`src/rtl/uart_tx_fifo.sv`:
```
// UART transmitter fed by a small FIFO. Words written with tx_valid/tx_ready
// are buffered and sent as start/data/parity/stop frames, LSB first, with
// back-to-back frames when the buffer is not empty.
module uart_tx_fifo #(
    parameter int CLKS_PER_BAUD = 1250,
    parameter int DATA_BITS     = 8,
    parameter int PARITY_MODE   = 0,
    parameter int STOP_BITS     = 1,
    parameter int FIFO_DEPTH    = 4
) (
    input  logic                          clk,
    input  logic                          nRst,
    input  logic                          tx_valid,
    input  logic [DATA_BITS-1:0]          tx_data,
    output logic                          tx_ready,
    output logic                          tx_serial,
    output logic                          busy,
    output logic [$clog2(FIFO_DEPTH):0]   fifo_count
);

    localparam int CNT_W = $clog2(CLKS_PER_BAUD);
    localparam int BIT_W = $clog2(DATA_BITS);
    localparam int PTR_W = $clog2(FIFO_DEPTH);

    // Reject parameter combinations the datapath cannot represent.
    generate
        if (CLKS_PER_BAUD < 2) begin : g_bad_baud
            $error("uart_tx_fifo: CLKS_PER_BAUD must be 2 or more");
        end
        if (DATA_BITS < 5 || DATA_BITS > 9) begin : g_bad_data_bits
            $error("uart_tx_fifo: DATA_BITS must be in 5..9");
        end
        if (PARITY_MODE < 0 || PARITY_MODE > 2) begin : g_bad_parity
            $error("uart_tx_fifo: PARITY_MODE must be 0, 1 or 2");
        end
        if (STOP_BITS < 1 || STOP_BITS > 2) begin : g_bad_stop
            $error("uart_tx_fifo: STOP_BITS must be 1 or 2");
        end
        if (FIFO_DEPTH < 2 || (FIFO_DEPTH & (FIFO_DEPTH - 1)) != 0) begin : g_bad_depth
            $error("uart_tx_fifo: FIFO_DEPTH must be a power of 2, at least 2");
        end
    endgenerate

    typedef enum logic [2:0] {IDLE, START, DATA, PARITY, STOP} state_t;

    state_t                 state_reg,  state_next;
    logic [CNT_W-1:0]       baud_reg,   baud_next;
    logic [BIT_W-1:0]       bit_reg,    bit_next;
    logic [DATA_BITS-1:0]   shift_reg,  shift_next;
    logic                   parity_reg, parity_next;
    logic                   serial_reg, serial_next;
    logic [PTR_W:0]         count_reg,  count_next;
    logic [PTR_W-1:0]       rd_ptr_reg, wr_ptr_reg;

    logic [DATA_BITS-1:0]   mem [FIFO_DEPTH];
    logic [DATA_BITS-1:0]   head_word;
    logic                   head_parity;
    logic                   push;
    logic                   pop;
    logic                   baud_done;

    assign tx_ready    = (count_reg != (PTR_W + 1)'(FIFO_DEPTH));
    assign push        = tx_valid && tx_ready;
    assign head_word   = mem[rd_ptr_reg];
    assign head_parity = (PARITY_MODE == 2) ? ~(^head_word) : (^head_word);
    assign baud_done   = (baud_reg == CNT_W'(CLKS_PER_BAUD - 1));

    assign tx_serial   = serial_reg;
    assign busy        = (state_reg != IDLE);
    assign fifo_count  = count_reg;

    // Buffer storage: written on accepted pushes, never reset.
    always_ff @(posedge clk) begin
        if (push) begin
            mem[wr_ptr_reg] <= tx_data;
        end
    end

    // FIFO pointers wrap naturally because the depth is a power of 2.
    always_ff @(posedge clk or negedge nRst) begin
        if (!nRst) begin
            rd_ptr_reg <= '0;
            wr_ptr_reg <= '0;
        end else begin
            if (push) wr_ptr_reg <= wr_ptr_reg + PTR_W'(1);
            if (pop)  rd_ptr_reg <= rd_ptr_reg + PTR_W'(1);
        end
    end

    // Occupancy: a simultaneous push and pop leaves the count unchanged.
    always_comb begin
        count_next = count_reg;
        if (push && !pop) begin
            count_next = count_reg + (PTR_W + 1)'(1);
        end else if (!push && pop) begin
            count_next = count_reg - (PTR_W + 1)'(1);
        end
    end

    // Frame FSM and datapath state registers.
    always_ff @(posedge clk or negedge nRst) begin
        if (!nRst) begin
            state_reg  <= IDLE;
            baud_reg   <= '0;
            bit_reg    <= '0;
            shift_reg  <= '0;
            parity_reg <= 1'b0;
            serial_reg <= 1'b1;
            count_reg  <= '0;
        end else begin
            state_reg  <= state_next;
            baud_reg   <= baud_next;
            bit_reg    <= bit_next;
            shift_reg  <= shift_next;
            parity_reg <= parity_next;
            serial_reg <= serial_next;
            count_reg  <= count_next;
        end
    end

    // Next-state logic; the serial level for each bit is registered on the
    // edge that starts that bit, so the line is glitch-free.
    always_comb begin
        state_next  = state_reg;
        baud_next   = baud_reg;
        bit_next    = bit_reg;
        shift_next  = shift_reg;
        parity_next = parity_reg;
        serial_next = serial_reg;
        pop         = 1'b0;
        case (state_reg)
            IDLE: begin
                pop = (count_reg != '0);
            end
            START: begin
                if (baud_done) begin
                    baud_next   = '0;
                    bit_next    = '0;
                    serial_next = shift_reg[0];
                    state_next  = DATA;
                end else begin
                    baud_next = baud_reg + CNT_W'(1);
                end
            end
            DATA: begin
                if (baud_done) begin
                    baud_next = '0;
                    if (bit_reg == BIT_W'(DATA_BITS - 1)) begin
                        bit_next = '0;
                        if (PARITY_MODE != 0) begin
                            state_next  = PARITY;
                            serial_next = parity_reg;
                        end else begin
                            state_next  = STOP;
                            serial_next = 1'b1;
                        end
                    end else begin
                        bit_next    = bit_reg + BIT_W'(1);
                        shift_next  = shift_reg >> 1;
                        serial_next = shift_reg[1];
                    end
                end else begin
                    baud_next = baud_reg + CNT_W'(1);
                end
            end
            PARITY: begin
                if (baud_done) begin
                    baud_next   = '0;
                    bit_next    = '0;
                    serial_next = 1'b1;
                    state_next  = STOP;
                end else begin
                    baud_next = baud_reg + CNT_W'(1);
                end
            end
            STOP: begin
                if (baud_done) begin
                    baud_next = '0;
                    if (bit_reg == BIT_W'(STOP_BITS - 1)) begin
                        bit_next    = '0;
                        serial_next = 1'b1;
                        state_next  = IDLE;
                        pop         = (count_reg != '0);
                    end else begin
                        bit_next = bit_reg + BIT_W'(1);
                    end
                end else begin
                    baud_next = baud_reg + CNT_W'(1);
                end
            end
            default: begin
                state_next = IDLE;
            end
        endcase
        // Popping captures the head word and its parity, so later pushes or
        // tx_data changes cannot disturb the frame being sent.
        if (pop) begin
            state_next  = START;
            baud_next   = '0;
            bit_next    = '0;
            shift_next  = head_word;
            parity_next = head_parity;
            serial_next = 1'b0;
        end
    end

endmodule

```
`config.mk`:
```
export PLATFORM = sky130hd
export DESIGN_NAME = uart_tx_fifo
export DESIGN_NICKNAME = d
export VERILOG_FILES = /design/src/rtl/uart_tx_fifo.sv
export SDC_FILE = /design/constraint.sdc
export NUM_CORES = 1
export LEC_CHECK = 0
export CORE_MARGIN = 1
export CORE_UTILIZATION = 56
export CTS_BUF_LIST = sky130_fd_sc_hd__clkbuf_8
export DETAILED_ROUTE_END_ITERATION = 8
export GPL_TIMING_DRIVEN = 0
export PLACE_DENSITY = 0.78
export SYNTH_ARGS = -nofsm -noshare
export SYNTH_HDL_FRONTEND = slang
export SYNTH_SLANG_ARGS = --single-unit
```
`constraint.sdc`:
```
create_clock -name clk -period 3.1 [get_ports clk]
set_clock_uncertainty 0.2 [all_clocks]
set_input_delay 0.93 -clock clk [delete_from_list [all_inputs] [get_ports clk]]
set_output_delay 0.93 -clock clk [all_outputs]
set_load 0.01 [all_outputs]
```
; ---- After elaboration in Yosys (flattened, before gate mapping)
; Memories as Yosys holds them, arrays and structs flattened.
; Index checks and enable logic that the tools add are counted.
[op_classes]
n_eq_ne = 16
n_addsub = 6
mux = 37
n_reduce_logical = 21
[op_table]
columns = operator, count
row1 = $mux W3, 15
row2 = $mux W11, 3
row3 = $mux W8, 4
row4 = $ne A3 B3 Y1 const B, 7
row5 = $pmux W3 S5, 1
row6 = $add A11 B1 Y11 const B, 1
row7 = $eq A11 B11 Y1 const B, 1
row8 = $mux W1, 11
row9 = $pmux W3 S3, 1
row10 = $reduce_bool A2 Y1, 4
row11 = $reduce_and A7 Y1, 1
row12 = $add A3 B1 Y3 const B, 2
row13 = $eq A3 B2 Y1 const B, 2
row14 = $eq A3 B3 Y1 const B, 2
row15 = $logic_not A3 Y1, 2
row16 = $reduce_and A6 Y1, 1
row17 = $reduce_bool A3 Y1, 2
row18 = $reduce_bool A5 Y1, 1
row19 = $add A2 B1 Y2 const B, 2
row20 = $ne A2 B2 Y1 const B, 2
row21 = $pmux W1 S4, 1
row22 = $reduce_and A4 Y1, 1
row23 = $reduce_bool A4 Y1, 1
row24 = $reduce_or A4 Y1, 1
row25 = 8 further kinds, 11
[word_totals]
ff_bits = 33
output_inout_bits = 6
inputBits = 11
memories = 1
wordCells = 89
mem_bits_rw = 32
[mem_list]
columns = memory, words, word_bits, read_ports, rd_clocked_by_memory_dff, write_ports, line_no
row1 = mem, 4, 8, 1, 0, 1, 55  ; logic [DATA_BITS-1:0] mem [FIFO_DEPTH];

; ---- Logic depth before layout (Yosys ltp)
; Gate-level depths: netlist of the first run.
[logic_depth]
depth_word = 7
mapped_depth = 12
mapped_depth_nobuf = 11

; ---- Worst setup path before layout of the first run
; No wires, ideal clock.
[synth_path]
path_kind = register to register
from = register baud_reg[1]
to = register count_reg[1], in the netlist fifo_count[1]
t_arrival_ns = 2.485
stages_incl_launch_ff = 11
synth_period_minus_slack_ns = 2.810
setup_ns = 0.125
path_slack_ns = 0.290
required_time_ns = 2.775
path_buffers = 1
path_cell_list = dfrtp_1 > inv_1 > ha_1 > nor4b_4 > nand3_2 > a2111o_1 > buf_6 > ha_1 > inv_1 > fa_1 > mux2_2
[synth_between]
elab_chain_cells = 6
elab_cells_between_ends = 8
classes_between = eq/ne: 1 / mux: 3 / reduce/logical: 4
[synth_lines]
columns = item, line_no
row1 = "start, declared", 47  ; logic [CNT_W-1:0] baud_reg, baud_next;
row2 = "start signal, assigned", 112  ; baud_reg <= baud_next;
row3 = $eq A11 B11 Y1, 66  ; assign baud_done = (baud_reg == CNT_W'(CLKS_PER_BAUD - 1));
row4 = $mux W1, 177  ; if (baud_done) begin
row5 = $pmux W1 S2, 131  ; case (state_reg)
row6 = $logic_not A1 Y1, 93  ; if (push && !pop) begin
row7 = $logic_and A1 B1 Y1, 93
row8 = $mux W3, 93
row9 = via count_next[1], 52  ; logic [PTR_W:0] count_reg, count_next;
row10 = "end signal, assigned", 117  ; count_reg <= count_next;
row11 = "end, declared", 52
; The timed path passes the listed nets, and every way through them passes these cells.
; A chain may end at the register's enable or synchronous reset.

; ---- Worst setup path in the final report of the first run
[layout_path]
from = register state_reg[2]
to = output port busy
[layout_between]
elab_chain_cells = 1
[layout_lines]
columns = item, line_no
row1 = "start, declared", 46  ; state_t state_reg, state_next;
row2 = "start signal, assigned", 111  ; state_reg <= state_next;
row3 = $reduce_bool A3 Y1, 69  ; assign busy = (state_reg != IDLE);
row4 = "end, declared", 17  ; output logic busy,
; No other way between the ends.

==> flow_summary.json, run 1 <==
{
  "final_antenna_net_count": 0,
  "grt_max_degree": 34,
  "wirelength_microns": 5360,
  "firstDrtPassIters": 4,
  "power_switching_uw": 564,
  "fp.dieArea_sq_um": 5870,
  "nets": 287,
  "ys_top_cells_by_area": "edfxtp_1 (31%), dfrtp_1 (26%), mux4_2 (5.8%)",
  "cts_htree_levels": 3,
  "outcome": "finished clean",
  "portBuffers": 16,
  "setup_viol": 0,
  "powerDensity_nw_per_um2": 628,
  "crit_required_ns": 1.97,
  "track_usage_pct": 20.6,
  "endpoint_kind": "output pin",
  "gp_congestion": 0.836,
  "die_h_microns": 76.6,
  "drtIter0Drc": 129,
  "n_fill_cell": 371,
  "hold_viol": 0,
  "startpoint_type": "flip-flop",
  "ir_drop_uv": 556,
  "std_cell_rows": 26,
  "numCtsBuffers": 9,
  "synth_area_per_cell_sq_um": 13.3,
  "cts.root.buffer_cell": "clkbuf_8",
  "drive_gt1_share_pct": 23.0,
  "cts_sinks": 65,
  "slew_violations": 0,
  "drv_cap": 0,
  "netlist_area_sq_um": 3120,
  "yosys_register_bits": 65,
  "wl_met3_microns": 314,
  "p_clk_share_pct": 37.3,
  "synth-seq-area-share_pct": 57.3,
  "worst_pin_slew_ns": 0.729,
  "synth_edf_count": 32,
  "wl_met1_microns": 2460,
  "clk_latency_ns": 0.34,
  "wl_met2_microns": 2490,
  "finalSetupTns_ns": 0,
  "finalCritPeriodShare_pct": 95.4,
  "synth_ff_type": "edfxtp_1",
  "cts_tree": "built",
  "core_sq_um": 5240,
  "combPwrFrac_pct": 14.5,
  "viasPerCell": 5.60,
  "diodes": 0,
  "synth_area_leader_cell": "edfxtp_1",
  "wl_per_cell_microns": 15.8,
  "ys_types": 56,
  "syn2layout_area_growth_pct": 16.5,
  "slew-limit-headroom_pct": 51.4,
  "period_minus_slack_ns": 2.96,
  "post-route-util_pct": 69.4,
  "route.detailed.drc": 0,
  "r2r_cells": 10,
  "grt_pass1_vias": 1847,
  "io_pins": 17,
  "hold_ws_ns": 0.315,
  "grt_pass1_wl_microns": 8940,
  "num_vias": 1903,
  "synth_nets": 256,
  "path_class": "reg2out",
  "crit_fanout": 7,
  "p_leak_uw": 0.00148,
  "cp_data_arrival_time_ns": 1.83,
  "async_reset_ff_share_pct": 50.8,
  "min_path_type": "reg2reg",
  "syn_inst": 234,
  "fmax_mhz": 338,
  "grt_antenna_before_repair": 0,
  "die_w_microns": 76.6,
  "holdPathStages": 2,
  "cts_hold_buf": 0,
  "intPower_uw": 1720,
  "seq_power_share_pct": 48.2,
  "cts_buffer_depth": 2,
  "layout_common_cells": "dfrtp_1 (32), edfxtp_1 (32), nor2_1 (18)",
  "gr-total-overflow": 0,
  "yosysTopAreaCellShare_pct": 30.8,
  "cts.clk_slew.worst_paths_ns": 0.07,
  "yosysWarnings": 0,
  "cts.repair.resized": 0,
  "hpwl_microns": 3690,
  "largest_register_ffs": 32,
  "initial_core_util_pct": 59.6,
  "highest_layer": "met4",
  "swShare_pct": 24.7
}
[synthesized netlist by cell type, types with 5 or more instances]
library cell  instances
nor2_2                7
a21oi_1               5
and3_1                5
mux2i_1              11
xor2_1                8
nand2_1              12
nor2_1               18
a21oi_2               7
mux4_2                8
inv_1                10
nand2b_1              5
edfxtp_1             32
dfrtp_1              32
ha_1                 10
[power groups by stage]
| stage | logic [uW] | clock network, uW | registers [uW] |
|---|---|---|---|
| 2_1_floorplan | 194 | 0 | 1110 |
| 3_3_place_gp | 321 | 0 | 1110 |
| 3_5_place_dp | 333 | 0 | 1120 |
| 4_1_cts | 335 | 869 | 1100 |
| 5_1_grt | 373 | 904 | 1110 |
| 6_report | 331 | 852 | 1100 |
[per-layer routing]
layer | up-vias | GRT usage, %
met5 | - | 0
met2 | 43 | 30.5
met3 | 8 | 4.79
met4 | 0 | 10.4
li1 | 913 | -
met1 | 939 | 28.6
[kinds of logic (layout without fill, tap and decap cells)]
kind of cell | after synthesis | after routing | synth area share, %
multiplexers | 21 | 21 | 10.0
AND/OR/NAND/NOR | 71 | 71 | 13.6
AO/OA/AOI/OAI | 34 | 34 | 7.66
adder cells (fa/ha/maj) | 11 | 11 | 4.65
XOR/XNOR | 13 | 13 | 3.89
flip-flops | 65 | 65 | 57.3
buffers and inverters | 19 | 55 | 2.93
[worst max-delay path: stages, from the launching register on]
cell and delay, ns:
dfrtp_1 0.47, nor3_2 0.43, inv_2 0.10, clkdlybuf4s50_1 0.50
[through the flow]
stage | std cells | worst slack [ns] | total power [uW] | instance area, sq um
2_1_floorplan | 234 | 0.290 | 1300 | 3120
3_3_place_gp | 320 | 0.0685 | 1430 | 3370
3_5_place_dp | 320 | 0.0461 | 1450 | 3360
4_1_cts | 336 | 0.0280 | 2310 | 3610
5_1_grt | 340 | -0.00516 | 2390 | 3640
6_report | 340 | 0.143 | 2280 | 3640
[timing repair]
action / 4_1_cts / 5_1_grt
buffers inserted: 0 / 4
hold endpoints to repair: 0 / 0
endpoints found under the setup margin: 0 / 2
[final timing paths]
kind                         startpoint             to  slack (ns)
min reg2reg                shift_reg[7]   shift_reg[7]        0.32
min                        shift_reg[7]   shift_reg[7]        0.32
min in group asynchronous          nRst     bit_reg[2]        0.45
max                        state_reg[2]           busy        0.14
max reg2reg                 baud_reg[1]  fifo_count[1]        0.16
max in group asynchronous          nRst   shift_reg[2]        1.78
[cell type report]
| class | instances | area [sq um] | area share (%) |
|---|---|---|---|
| flip-flops and latches | 65 | 1790 | 49.2 |
| clock buffers | 9 | 124 | 3.41 |
| well taps | 70 | 87.6 | 2.41 |
| inverters | 11 | 41.3 | 1.14 |
| plain buffers | 8 | 50.0 | 1.38 |
| clock inverters | 7 | 119 | 3.27 |
| repair buffers | 20 | 185 | 5.09 |
| multi-input cells | 150 | 1240 | 34.1 |
No activity file was read; power rests on OpenSTA's default activity.
==> run 2, diff against run 1 <==
CELL_PAD_IN_SITES_DETAIL_PLACEMENT = 1   (was unset)
CELL_PAD_IN_SITES_GLOBAL_PLACEMENT = 1   (was unset)
CORE_UTILIZATION = 51   (was 56)
PLACE_DENSITY = 0.84   (was 0.78)
==> flow_summary.json, run 2 (same netlist as run 1, synthesis figures left out) <==
{
  "min_path_type": "reg2reg",
  "grt_pass1_vias": 2069,
  "die_w_microns": 80.2,
  "nets": 287,
  "rrSetupSlack_ns": 0.08,
  "portBuffers": 16,
  "cts_hold_buf": 0,
  "slew_violations": 0,
  "grt_max_degree": 34,
  "combPwrFrac_pct": 15.4,
  "intPower_uw": 1560,
  "dp.cells": 325,
  "outcome": "finished clean",
  "endpoint_kind": "flip-flop",
  "path_class": "reg2reg",
  "largest_register_ffs": 32,
  "cts.clk_slew.worst_paths_ns": 0.08,
  "power_uw": 2160,
  "core_sq_um": 5920,
  "grt_antenna_before_repair": 0,
  "powerDensity_nw_per_um2": 600,
  "r2r-end": "fifo_count[1]",
  "crit_fanout": 10,
  "hold_viol": 0,
  "grt_pass1_wl_microns": 10200,
  "viasPerCell": 5.63,
  "diodes": 0,
  "fin_cells": 345,
  "drive_gt1_share_pct": 23.3,
  "drtIter0Drc": 86,
  "r2r_cells": 10,
  "cp_data_arrival_time_ns": 3.05,
  "die_h_microns": 80.2,
  "track_usage_pct": 21.9,
  "cts_htree_levels": 3,
  "cts_tree": "built",
  "layout_common_cells": "dfrtp_1 (32), edfxtp_1 (32), nor2_1 (18)",
  "seq_power_share_pct": 50.9,
  "crit_slowest_cell": "a2111o_1",
  "cts_buffer_depth": 2,
  "cts.repair.resized": 0,
  "pre_cts_slack_ns": 0.0323,
  "cts_sinks": 65,
  "setup_viol": 0,
  "cp_cell_sequence": "inv_1 -> ha_1 -> nor4b_4 -> nand3_2 -> a2111o_1 -> buf_6 -> ha_1 -> inv_1 -> fa_1 -> mux2_2",
  "syn2layout_area_growth_pct": 15.4,
  "p_leak_uw": 0.00146,
  "gr-total-overflow": 0,
  "numCtsBuffers": 9,
  "fmax_mhz": 331,
  "gp_congestion": 0.789,
  "power_switching_uw": 596,
  "drv_cap": 0,
  "hold_path_end": "shift_reg[7]",
  "clk_latency_ns": 0.34,
  "setup_ws_ns": 0.0761,
  "startpoint_type": "flip-flop",
  "wirelength_microns": 6170,
  "route.detailed.drc": 0,
  "io_pins": 17,
  "wl_per_cell_microns": 17.9,
  "ir_drop_uv": 462,
  "hold_start": "shift_reg[7]",
  "finalCritPeriodShare_pct": 97.5,
  "r2r-start": "baud_reg[1]",
  "cpPeakStageDelay_ns": 0.46,
  "final_antenna_net_count": 0,
  "fp.dieArea_sq_um": 6440,
  "std_cell_rows": 28,
  "cts.root.buffer_cell": "clkbuf_8",
  "initial_core_util_pct": 52.7,
  "firstDrtPassIters": 4,
  "hpwl_microns": 4360,
  "num_vias": 1942,
  "worst_pin_slew_ns": 0.752,
  "period_minus_slack_ns": 3.02,
  "swShare_pct": 27.6,
  "slew-limit-headroom_pct": 49.8,
  "n_fill_cell": 592,
  "holdPathStages": 2,
  "crit_required_ns": 3.13,
  "p_clk_share_pct": 33.7
}
-- run 2: changes by cell type in the layout (fill, tap and decap cells not counted), sizes merged --
cell | previous run | this run
bufinv | 3 | 1
inv | 11 | 13
-- run 2: cell type report --
class / instances / area, sq um / area share, %
repair buffers: 20 / 185 / 5.14
plain buffers: 8 / 50.0 / 1.39
well taps: 75 / 93.8 / 2.61
clock inverters: 7 / 77.6 / 2.15
multi-input cells: 150 / 1240 / 34.5
inverters: 11 / 41.3 / 1.15
clock buffers: 9 / 124 / 3.44
flip-flops and latches: 65 / 1790 / 49.7
-- run 2: metal layers --
metal	vias to the layer above	share of wire, %	GRT usage, %
li1	920	-	-
met1	984	47	28.6
met2	27	49	36.2
met3	11	2.2	3.52
met4	0	1.5	9.64
met5	-	0	0
-- run 2: metrics by stage --
stage	utilization (%)	area, sq um	TNS, ns	hold WS (ns)
after CTS	60.3	3570	0	0.322
after global placement	57.0	3370	0	0.293
after global routing	60.8	3600	-0.0366	0.353
after floorplan	-	3120	0	0.275
final	60.8	3600	0	0.317
after detailed placement	56.9	3370	0	0.300
-- run 2: worst max-delay path: cells and delay by family, from the launching register on --
kind | cells | cell delay, ns
simple gates | 2 | 0.47
mux | 1 | 0.27
flops | 1 | 0.42
compound gates | 1 | 0.46
fa+ha+maj | 3 | 0.75
buf+inv | 3 | 0.35
-- run 2: power groups by stage --
stage	clock network (uW)	registers [uW]	logic [uW]
floorplan	0	1110	194
CTS	743	1100	343
global placement	0	1110	326
global route	772	1110	372
detailed placement	0	1120	340
finish	728	1100	333
-- run 2: what timing repair did --
item | 4_1_cts | 5_1_grt
buffers inserted | 0 | 4
endpoints found under the hold margin | 0 | 0
endpoints found under the setup margin | 0 | 1
-- run 2: worst max path at each step --
stage                      from            end  slack (ns)  cells past startpoint
finish              baud_reg[1]  fifo_count[1]        0.08                     10
global route        baud_reg[1]  fifo_count[1]       -0.04                     10
CTS                 baud_reg[1]  fifo_count[1]        0.03                     10
detailed placement     tx_valid  fifo_count[2]        0.03                      8
global placement       tx_valid  fifo_count[2]        0.05                      8
floorplan           baud_reg[1]  fifo_count[1]        0.29                     10
